## config.mk

```make
export PLATFORM = sky130hd
export DESIGN_NAME = alu_sequencer_flat
export DESIGN_NICKNAME = d
export VERILOG_FILES = /design/src/rtl/alu_sequencer_pkg.sv /design/src/rtl/alu_sequencer_if.sv /design/src/rtl/alu_sequencer_alu.sv /design/src/rtl/alu_sequencer.sv /design/src/flat_wrapper.sv
export SDC_FILE = /design/constraint.sdc
export NUM_CORES = 2
export LEC_CHECK = 0
export ABC_AREA = 1
export ABC_CLOCK_PERIOD_IN_PS = 39400
export BUFFER_PORTS_ARGS = -buffer_cell sky130_fd_sc_hd__buf_2
export CORE_UTILIZATION = 60
export DETAILED_ROUTE_END_ITERATION = 12
export PLACE_DENSITY = 0.77
export SETUP_SLACK_MARGIN = 0.2
export SLEW_MARGIN = 0
export SYNTH_ARGS = -nofsm -noshare
export SYNTH_HDL_FRONTEND = slang
export SYNTH_HIERARCHICAL = 1
export SYNTH_SLANG_ARGS = --single-unit
export TNS_END_PERCENT = 50
```

## constraint.sdc

```tcl
create_clock -name Clock -period 39.4 [get_ports Clock]
set_clock_uncertainty 0.15 [all_clocks]
set_input_delay 0 -clock Clock [delete_from_list [all_inputs] [get_ports Clock]]
set_output_delay 0 -clock Clock [all_outputs]
set_load 0.005 [all_outputs]
```

## src/rtl/alu_sequencer_pkg.sv

```systemverilog
// Instruction set shared by the ALU sequencer, its ALU and its request/response interface.
package InstructionSetPkg;

  localparam int unsigned DataWidth                = 16;
  localparam int unsigned ImmediateWidth           = 8;
  localparam int unsigned DefaultMultiCycleLatency = 4;

  // Encodings 4'hE and 4'hF are intentionally undefined and complete as no-ops.
  typedef enum logic [3:0] {
    ADD  = 4'd0,
    ADC  = 4'd1,
    SUB  = 4'd2,
    AND  = 4'd3,
    OR   = 4'd4,
    XOR  = 4'd5,
    NAND = 4'd6,
    ROL  = 4'd7,
    ROR  = 4'd8,
    ADDI = 4'd9,
    MUL  = 4'd10,
    MUH  = 4'd11,
    DIV  = 4'd12,
    MOD  = 4'd13
  } eOperation;

  typedef struct packed {
    logic Carry;
    logic Zero;
    logic Negative;
    logic Overflow;
    logic Parity;
  } sFlags;

  typedef enum logic [1:0] {
    IDLE,
    EXEC,
    WAIT,
    DONE
  } eSeqState;

  function automatic logic IsMultiCycle(input eOperation op);
    return op inside {MUL, MUH, DIV, MOD};
  endfunction

endpackage

```

## src/rtl/alu_sequencer_if.sv

```systemverilog
// Request/response handshake bundle between an instruction source and the ALU sequencer.
interface alu_sequencer_if;
  import InstructionSetPkg::*;

  logic                      ReqValid;
  logic                      ReqReady;
  eOperation                 ReqOp;
  logic [ImmediateWidth-1:0] ReqImm;
  logic [DataWidth-1:0]      ReqSrc;
  logic [DataWidth-1:0]      ReqDest;
  logic                      RspValid;
  logic                      RspReady;
  logic [DataWidth-1:0]      RspDest;

  modport master (
    output ReqValid, ReqOp, ReqImm, ReqSrc, ReqDest, RspReady,
    input  ReqReady, RspValid, RspDest
  );

  modport slave (
    input  ReqValid, ReqOp, ReqImm, ReqSrc, ReqDest, RspReady,
    output ReqReady, RspValid, RspDest
  );

endinterface

```

## src/rtl/alu_sequencer_alu.sv

```systemverilog
// Combinational ALU: Result = Dest <op> Src (or Imm), flags derived from Result; undefined ops pass flags through.
module ArithmeticLogicUnit
  import InstructionSetPkg::*;
(
  input  eOperation                 Op,
  input  logic [ImmediateWidth-1:0] Imm,
  input  logic [DataWidth-1:0]      Src,
  input  logic [DataWidth-1:0]      Dest,
  input  sFlags                     FlagsIn,
  output logic [DataWidth-1:0]      Result,
  output sFlags                     FlagsOut
);

  localparam int unsigned Msb = DataWidth - 1;

  logic [DataWidth-1:0]          imm_ext;
  logic signed [2*DataWidth-1:0] prod;
  logic                          carry;
  logic                          ovf;
  logic                          defined;

  assign imm_ext = {{(DataWidth - ImmediateWidth){Imm[ImmediateWidth-1]}}, Imm};
  assign prod    = $signed({{DataWidth{Dest[Msb]}}, Dest}) * $signed({{DataWidth{Src[Msb]}}, Src});

  always_comb begin
    Result  = '0;
    carry   = 1'b0;
    ovf     = 1'b0;
    defined = 1'b1;
    case (Op)
      ADD: begin
        {carry, Result} = {1'b0, Dest} + {1'b0, Src};
        ovf = (Dest[Msb] == Src[Msb]) && (Result[Msb] != Dest[Msb]);
      end
      ADC: begin
        {carry, Result} = {1'b0, Dest} + {1'b0, Src} + {{DataWidth{1'b0}}, FlagsIn.Carry};
        ovf = (Dest[Msb] == Src[Msb]) && (Result[Msb] != Dest[Msb]);
      end
      SUB: begin
        {carry, Result} = {1'b0, Dest} - {1'b0, Src};
        ovf = (Dest[Msb] != Src[Msb]) && (Result[Msb] != Dest[Msb]);
      end
      ADDI: begin
        {carry, Result} = {1'b0, Dest} + {1'b0, imm_ext};
        ovf = (Dest[Msb] == imm_ext[Msb]) && (Result[Msb] != Dest[Msb]);
      end
      AND:  Result = Dest & Src;
      OR:   Result = Dest | Src;
      XOR:  Result = Dest ^ Src;
      NAND: Result = ~(Dest & Src);
      // Rotates act on Src through the carry flag.
      ROL:  {carry, Result} = {Src, FlagsIn.Carry};
      ROR:  {Result, carry} = {FlagsIn.Carry, Src};
      MUL:  Result = prod[DataWidth-1:0];
      MUH:  Result = prod[2*DataWidth-1:DataWidth];
      DIV:  Result = $signed(Dest) / $signed(Src);
      MOD:  Result = $signed(Dest) % $signed(Src);
      default: defined = 1'b0;
    endcase

    FlagsOut = FlagsIn;
    if (defined) begin
      FlagsOut.Carry    = carry;
      FlagsOut.Zero     = (Result == '0);
      FlagsOut.Negative = Result[Msb];
      FlagsOut.Overflow = ovf;
      FlagsOut.Parity   = ~^Result;
    end
  end

endmodule

```

## src/rtl/alu_sequencer.sv

```systemverilog
// Single-issue ALU sequencer (IDLE -> EXEC -> [WAIT] -> DONE) holding one result until taken.
// Build option ALU_DIVZERO_TRAP_EN: DIV/MOD by zero skips WAIT, returns Dest and raises DivZero.
module alu_sequencer
  import InstructionSetPkg::*;
#(
  parameter int unsigned MultiCycleLatency = DefaultMultiCycleLatency
) (
  input  logic           Clock,
  input  logic           nReset,
  alu_sequencer_if.slave bus,
  output sFlags          Flags,
  input  logic           FlagsWrite,
  input  sFlags          FlagsIn,
  output logic           Busy
`ifdef ALU_DIVZERO_TRAP_EN
  ,
  output logic           DivZero
`endif
);

  localparam logic [3:0] LatencyLoad = 4'(MultiCycleLatency);

  eSeqState                  state;
  logic [3:0]                count;
  eOperation                 op_q;
  logic [ImmediateWidth-1:0] imm_q;
  logic [DataWidth-1:0]      src_q;
  logic [DataWidth-1:0]      dest_q;
  logic [DataWidth-1:0]      rsp_dest;
  logic [DataWidth-1:0]      alu_result;
  sFlags                     alu_flags;

`ifdef ALU_DIVZERO_TRAP_EN
  logic div_zero_q;
  logic div_trap;
  assign div_trap = ((op_q == DIV) || (op_q == MOD)) && (src_q == '0);
  assign DivZero  = div_zero_q;
`endif

  // The ALU reads the Flags register, so a FlagsWrite in the accept cycle is seen in EXEC.
  ArithmeticLogicUnit u_alu (
    .Op       (op_q),
    .Imm      (imm_q),
    .Src      (src_q),
    .Dest     (dest_q),
    .FlagsIn  (Flags),
    .Result   (alu_result),
    .FlagsOut (alu_flags)
  );

  assign bus.ReqReady = (state == IDLE);
  assign bus.RspValid = (state == DONE);
  assign bus.RspDest  = rsp_dest;
  assign Busy         = (state != IDLE);

  always_ff @(posedge Clock) begin
    if (!nReset) begin
      state    <= IDLE;
      count    <= '0;
      op_q     <= ADD;
      imm_q    <= '0;
      src_q    <= '0;
      dest_q   <= '0;
      rsp_dest <= '0;
      Flags    <= '0;
`ifdef ALU_DIVZERO_TRAP_EN
      div_zero_q <= 1'b0;
`endif
    end else begin
      case (state)
        IDLE: begin
          if (FlagsWrite) Flags <= FlagsIn;
          if (bus.ReqValid) begin
            op_q   <= bus.ReqOp;
            imm_q  <= bus.ReqImm;
            src_q  <= bus.ReqSrc;
            dest_q <= bus.ReqDest;
            state  <= EXEC;
          end
        end
        EXEC: begin
`ifdef ALU_DIVZERO_TRAP_EN
          if (div_trap) begin
            rsp_dest   <= dest_q;
            div_zero_q <= 1'b1;
            state      <= DONE;
          end else
`endif
          if (IsMultiCycle(op_q)) begin
            count <= LatencyLoad;
            state <= WAIT;
          end else begin
            rsp_dest <= alu_result;
            Flags    <= alu_flags;
            state    <= DONE;
          end
        end
        WAIT: begin
          count <= count - 4'd1;
          if (count == 4'd1) begin
            rsp_dest <= alu_result;
            Flags    <= alu_flags;
            state    <= DONE;
          end
        end
        DONE: begin
          if (bus.RspReady) begin
            state <= IDLE;
`ifdef ALU_DIVZERO_TRAP_EN
            div_zero_q <= 1'b0;
`endif
          end
        end
        default: state <= IDLE;
      endcase
    end
  end

endmodule

```

## src/flat_wrapper.sv

```systemverilog
// flat-port wrapper written by rule: the top's interface ports become plain ports
module alu_sequencer_flat import InstructionSetPkg::*;
#(
  parameter int unsigned MultiCycleLatency = DefaultMultiCycleLatency
)
  (Clock, nReset, Flags, FlagsWrite, FlagsIn, Busy, bus_ReqValid, bus_ReqOp, bus_ReqImm, bus_ReqSrc, bus_ReqDest, bus_RspReady, bus_ReqReady, bus_RspValid, bus_RspDest);
  alu_sequencer_if bus_i ();
  input  logic Clock;
  input  logic nReset;
  output sFlags Flags;
  input  logic FlagsWrite;
  input  sFlags FlagsIn;
  output logic Busy;
  input wire logic [$bits(bus_i.ReqValid)-1:0] bus_ReqValid;
  input wire logic [$bits(bus_i.ReqOp)-1:0] bus_ReqOp;
  input wire logic [$bits(bus_i.ReqImm)-1:0] bus_ReqImm;
  input wire logic [$bits(bus_i.ReqSrc)-1:0] bus_ReqSrc;
  input wire logic [$bits(bus_i.ReqDest)-1:0] bus_ReqDest;
  input wire logic [$bits(bus_i.RspReady)-1:0] bus_RspReady;
  output wire logic [$bits(bus_i.ReqReady)-1:0] bus_ReqReady;
  output wire logic [$bits(bus_i.RspValid)-1:0] bus_RspValid;
  output wire logic [$bits(bus_i.RspDest)-1:0] bus_RspDest;
  assign bus_i.ReqValid = bus_ReqValid;
  assign bus_i.ReqOp = bus_ReqOp;
  assign bus_i.ReqImm = bus_ReqImm;
  assign bus_i.ReqSrc = bus_ReqSrc;
  assign bus_i.ReqDest = bus_ReqDest;
  assign bus_i.RspReady = bus_RspReady;
  assign bus_ReqReady = bus_i.ReqReady;
  assign bus_RspValid = bus_i.RspValid;
  assign bus_RspDest = bus_i.RspDest;
  alu_sequencer #(.MultiCycleLatency(MultiCycleLatency)) u_core (.Clock(Clock), .nReset(nReset), .bus(bus_i), .Flags(Flags), .FlagsWrite(FlagsWrite), .FlagsIn(FlagsIn), .Busy(Busy));
endmodule
```

; Word level (Yosys, flattened, before mapping)
; Cells that the tools add are included.
[op_classes]
n_addsub = 5
mul = 1
div_mod_pow = 2
bitwise_logic = 4
reduce_logical = 18
n_eq_ne = 30
mux = 19
[op_table]
columns = op, count
row1 = 16-bit one-hot mux with 14 select lines, 1
row2 = 16-bit by 16-bit adder with 17-bit output, 2
row3 = 16-bit by 16-bit multiplier with 32-bit output, 1
row4 = 16-bit two-way mux, 2
row5 = 16-bit one-hot mux with 2 select lines, 1
row6 = 4-bit == test (second input constant), 6
row7 = 5-bit two-way mux, 4
row8 = 17-bit by 1-bit adder with 17-bit output, 1
row9 = 16-bit by 16-bit subtractor with 17-bit output, 1
row10 = 16-bit AND, 1
row11 = 16-bit by 16-bit divider with 16-bit output, 1
row12 = 4-bit by 3-bit == test with 1-bit output (second input constant), 4
row13 = 16-bit zero test, 1
row14 = 16-bit by 16-bit modulo with 16-bit output, 1
row15 = 16-bit inverter, 1
row16 = 16-bit bitwise OR, 1
row17 = 16-bit XNOR reduction, 1
row18 = 16-bit XOR, 1
row19 = 5-bit one-hot mux with 3 select lines, 1
row20 = 14-bit OR reduction, 1
row21 = 4-bit by 1-bit == test with 1-bit output (second input constant), 2
row22 = 4-bit by 2-bit == test with 1-bit output (second input constant), 2
row23 = 2-bit inequality test (second input constant), 4
row24 = 2-bit one-hot mux with 4 select lines, 1
row25 = other kinds (21), 37
[totals]
word_cells = 91
output_inout_bits = 24
reg_bits = 71
input_bits = 54

; Depth between registers and ports, before layout
[depth]
word_depth = 8
ltp_mapped = 230
depth_no_buf = 228

; By module
; Netlist, hierarchy kept.
[by_module_without_submodules]
columns = mod, instances, seq_area_each_um2, area_each_um2, cells_per_inst
row1 = ArithmeticLogicUnit, 1, 0.0, 23670.2, 3645
row2 = alu_sequencer, 1, 1421.4, 2901.5, 390

; Worst setup path before layout
; OpenSTA, ideal clock, no wires.
[synth_timing]
path_kind = register to register
start = reg u_core.src_q[1]
end = reg, netlist name u_core/Flags[0]
setup_time_ps = 73
setup_slack_ps = 13223
n_path_buf = 8
stages_incl_launch_ff = 213
arrival_time_ps = 25954
synth_period_minus_slack_ps = 26177
t_required_ps = 39177
path_cell_list = dfxtp_1 buf_2 inv_1 ha_1 nand2_1 o21ai_0 inv_1 nand3_1 nor2_1 nand3_1 nor2_1 nand2_1 nand2_2 nand2_1 nand2_1 inv_1 ha_1 a21oi_1 [... 177 more ...] nand3_2 a21oi_2 nand3_1 nand2_1 inv_1 nand2_1 nand3_2 nand2_2 inv_2 ha_1 xor2_1 xor2_1 xnor2_1 o21ai_0 nand2_1 nand2_1 nand4_1 a21oi_1
[synth_rtl]
columns = element, line_no
row1 = "start, declared", alu_sequencer.sv:27  ; logic [DataWidth-1:0] src_q;
row2 = "start signal, assigned", alu_sequencer.sv:76  ; src_q <= bus.ReqSrc;

==> impl_metrics.ini <==
[setup_path]
rr_worst_depth = 208
worstPathRequired_ns = 39.51
rrSetupSlack_ns = 5.88
critPathArrivalTime_ns = 33.63
cp_max_fo = 24
critPathSlowestCell = dfxtp_1
crit_path_frequent_cell = nand2_1
critPathMaxStageDelay_ns = 1.03
worst_r2r_endpoint = u_core/Flags[0]
cp-end-kind = flip-flop
reg2reg_from = u_core/src_q[15]
critPathKind = reg -> reg
cp-start-kind = flip-flop

[logic_synthesis]
ys_warn_count = 6
synthesis.nets = 4661
seq_area_frac_synth_pct = 5.349
synth_edf_count = 0
ys_types = 72
synth.top_cells.by_count = 955 x nand2_1, 748 x inv_1, 336 x nor2_1, 306 x ha_1, 266 x fa_1
synthFlopType = dfxtp_1
yosysMostFrequentCell = nand2_1
synth.area.top_cells = fa_1 20%, ha_1 14%, nand2_1 13%, inv_1 11%, dfxtp_1 5.3%
synth_largest_area_cell = fa_1
avgSynthCellArea_um2 = 6.585
synth-seq-cells = 71
ys_async_sr_fraction_pct = 0
synth_top_area_share_pct = 20.04
synth_cells = 4035
syn-cell-area_mm2 = 0.02657

[drt]
first_iter_violations = 2755
antenna_left = 0
wl_per_cell_um = 19.64
drc = 0
wl_um = 91980
drt-pass1-iter-count = 8
vias_per_cell = 5.844
vias = 27370

[timing]
hold_viol = 0
fmax_ghz = 0.02984
finalCritPeriodShare_pct = 85.07
setup_viol = 0
tns_ns = 0
rsz0062_at_grt = false
worstMarginPinSlew_ns = 1.287
relSlewSlack_pct = 11.98
layout_min_cycle_time_ns = 33.52
drv_slew = 0
fin_hold_ws_ns = 0.01569

[cts]
root_buffer = clkbuf_16
clock_sinks = 71
post-cts-setup-buffer-count = 0
clk_pin_slew_ns = 0.06
clk_latency_ns = 0.34
cts_buffers = 9
clock_path_buffers = 2
htreeDepth = 3
cts_tree = built

[die]
io_pins = 78
die_w_um = 212.4
dieArea_mm2 = 0.04513
fp.dieH_um = 212.4
initial_core_util_pct = 61.28
core_area_mm2 = 0.04336
row_count = 76

[place]
placed_area_mm2 = 0.02740
io_buffer_count = 77
dp_hpwl_um = 70900
gp_congestion = 1.064

[layout]
final_area_mm2 = 0.02821
postLayoutCoreUtil_pct = 65.06
nFillCells = 4035
areaGrowthSynthToFinish_pct = 6.164
drive_above_1_share_pct = 8.201
final_nets = 4718

[job]
max-cap-violations = 0

[hold_path]
holdPathEnd = u_core/state[1]
hold_class = in -> reg
whs_path_depth = 6
min_from = bus_RspReady

[global_routing]
grt_pass1_wl_um = 142700
grt_overflow = 0
antenna_found_initial = 3
track_usage_pct = 41.22
grt_start_max_net_pins = 63
grt_pass1_vias = 26210

[status]
status = completed
[flip-flops by register name (all words and copies together) (netlist names)]
name and cells:
u_core/count 4, u_core/bus.RspDest 16, u_core/dest_q 16, u_core/Flags 5, u_core/src_q 16, u_core/op_q 4, u_core/state 2, u_core/imm_q 8
[logic make-up (layout without fill, tap and decap cells)]
group | Yosys count | count (layout) | share of synthesized area (%)
AND/OR/NAND/NOR | 1837 | 1837 | 31.19
buffers and inverters | 906 | 968 | 13.52
flip-flops | 71 | 71 | 5.349
AO/OA/AOI/OAI | 534 | 534 | 11.71
XOR/XNOR | 115 | 115 | 3.791
other | 0 | 2 | 0
adder cells (fa/ha/maj) | 572 | 572 | 34.45
[per-layer routing]
metal / share of wire (%) / GRT usage [%]
met1: 41 / 54.99
met2: 43 / 64.36
met3: 10 / 6.396
met4: 6.1 / 21.58
met5: 0.014 / 0
[worst max-delay path: cells and delay by family (launching register included)]
kind | cells | cell delay (ns)
fa+ha+maj | 17 | 5.38
compound gates | 27 | 5.00
simple gates | 129 | 16.30
flops | 1 | 1.03
buf+inv | 30 | 4.70
xor+xnor | 5 | 0.74
[worst max path at each step]
| stage | startpoint | endpoint | cells past startpoint |
|---|---|---|---|
| 2_1_floorplan | u_core/src_q[1] | u_core/Flags[0] | 212 |
| 3_3_place_gp | u_core/src_q[0] | u_core/Flags[0] | 210 |
| 3_5_place_dp | u_core/src_q[0] | u_core/Flags[0] | 205 |
| 4_1_cts | u_core/src_q[0] | u_core/Flags[0] | 205 |
| 5_1_grt | u_core/dest_q[15] | u_core/Flags[0] | 212 |
| 6_report | u_core/src_q[15] | u_core/Flags[0] | 208 |
[metrics by stage]
stage	setup slack [ns]	instances
4_1_cts	6.433	4682
2_1_floorplan	13.22	4035
3_3_place_gp	7.300	4617
3_5_place_dp	6.645	4617
6_report	5.884	4684
5_1_grt	2.428	4684
[what timing repair did]
action / in CTS / in global routing
hold buffers: 49 / 0
endpoints found under the hold margin: 49 / 0
endpoints found under the setup margin: 0 / 0
resized for setup: 0 / 0
[cell type report]
class / instances / area [um^2] / share of cell area (%)
tap: 585 / 732.0 / 2.595
sequential: 71 / 1424 / 5.047
clock inverter: 4 / 53.80 / 0.1907
multi-input combinational: 3058 / 21560 / 76.42
timing repair buffer: 174 / 1236 / 4.382
clock buffer: 12 / 256.5 / 0.9093
antenna: 2 / 5.005 / 0.01774
inverter: 778 / 2944 / 10.44
[cells in the final DEF (no fill, tap or decap), types with 13 or more instances in the layout]
cell type and n:
xor2_1 68, buf_4 48, nor4_1 15, xnor2_1 47, a21o_1 17, nand3_1 229, nor2_1 336, a31oi_1 14
o2111ai_1 13, nor3_1 51, o21ai_1 22, nand4_1 40, dfxtp_1 69, and2_1 21, o21ai_0 153, o21bai_1 15
inv_2 18, buf_2 77, fa_1 266, ha_1 306, inv_1 748, nand3_2 49, nand2_1 955, dlygate4sd3_1 49
or2_2 42, a21oi_1 197, nand3b_1 23, nor2_2 16, o22ai_1 34, nand2_2 31
Power is not shown: default switching activity piles up to over one toggle a cycle in this logic, so the estimate is an artifact.
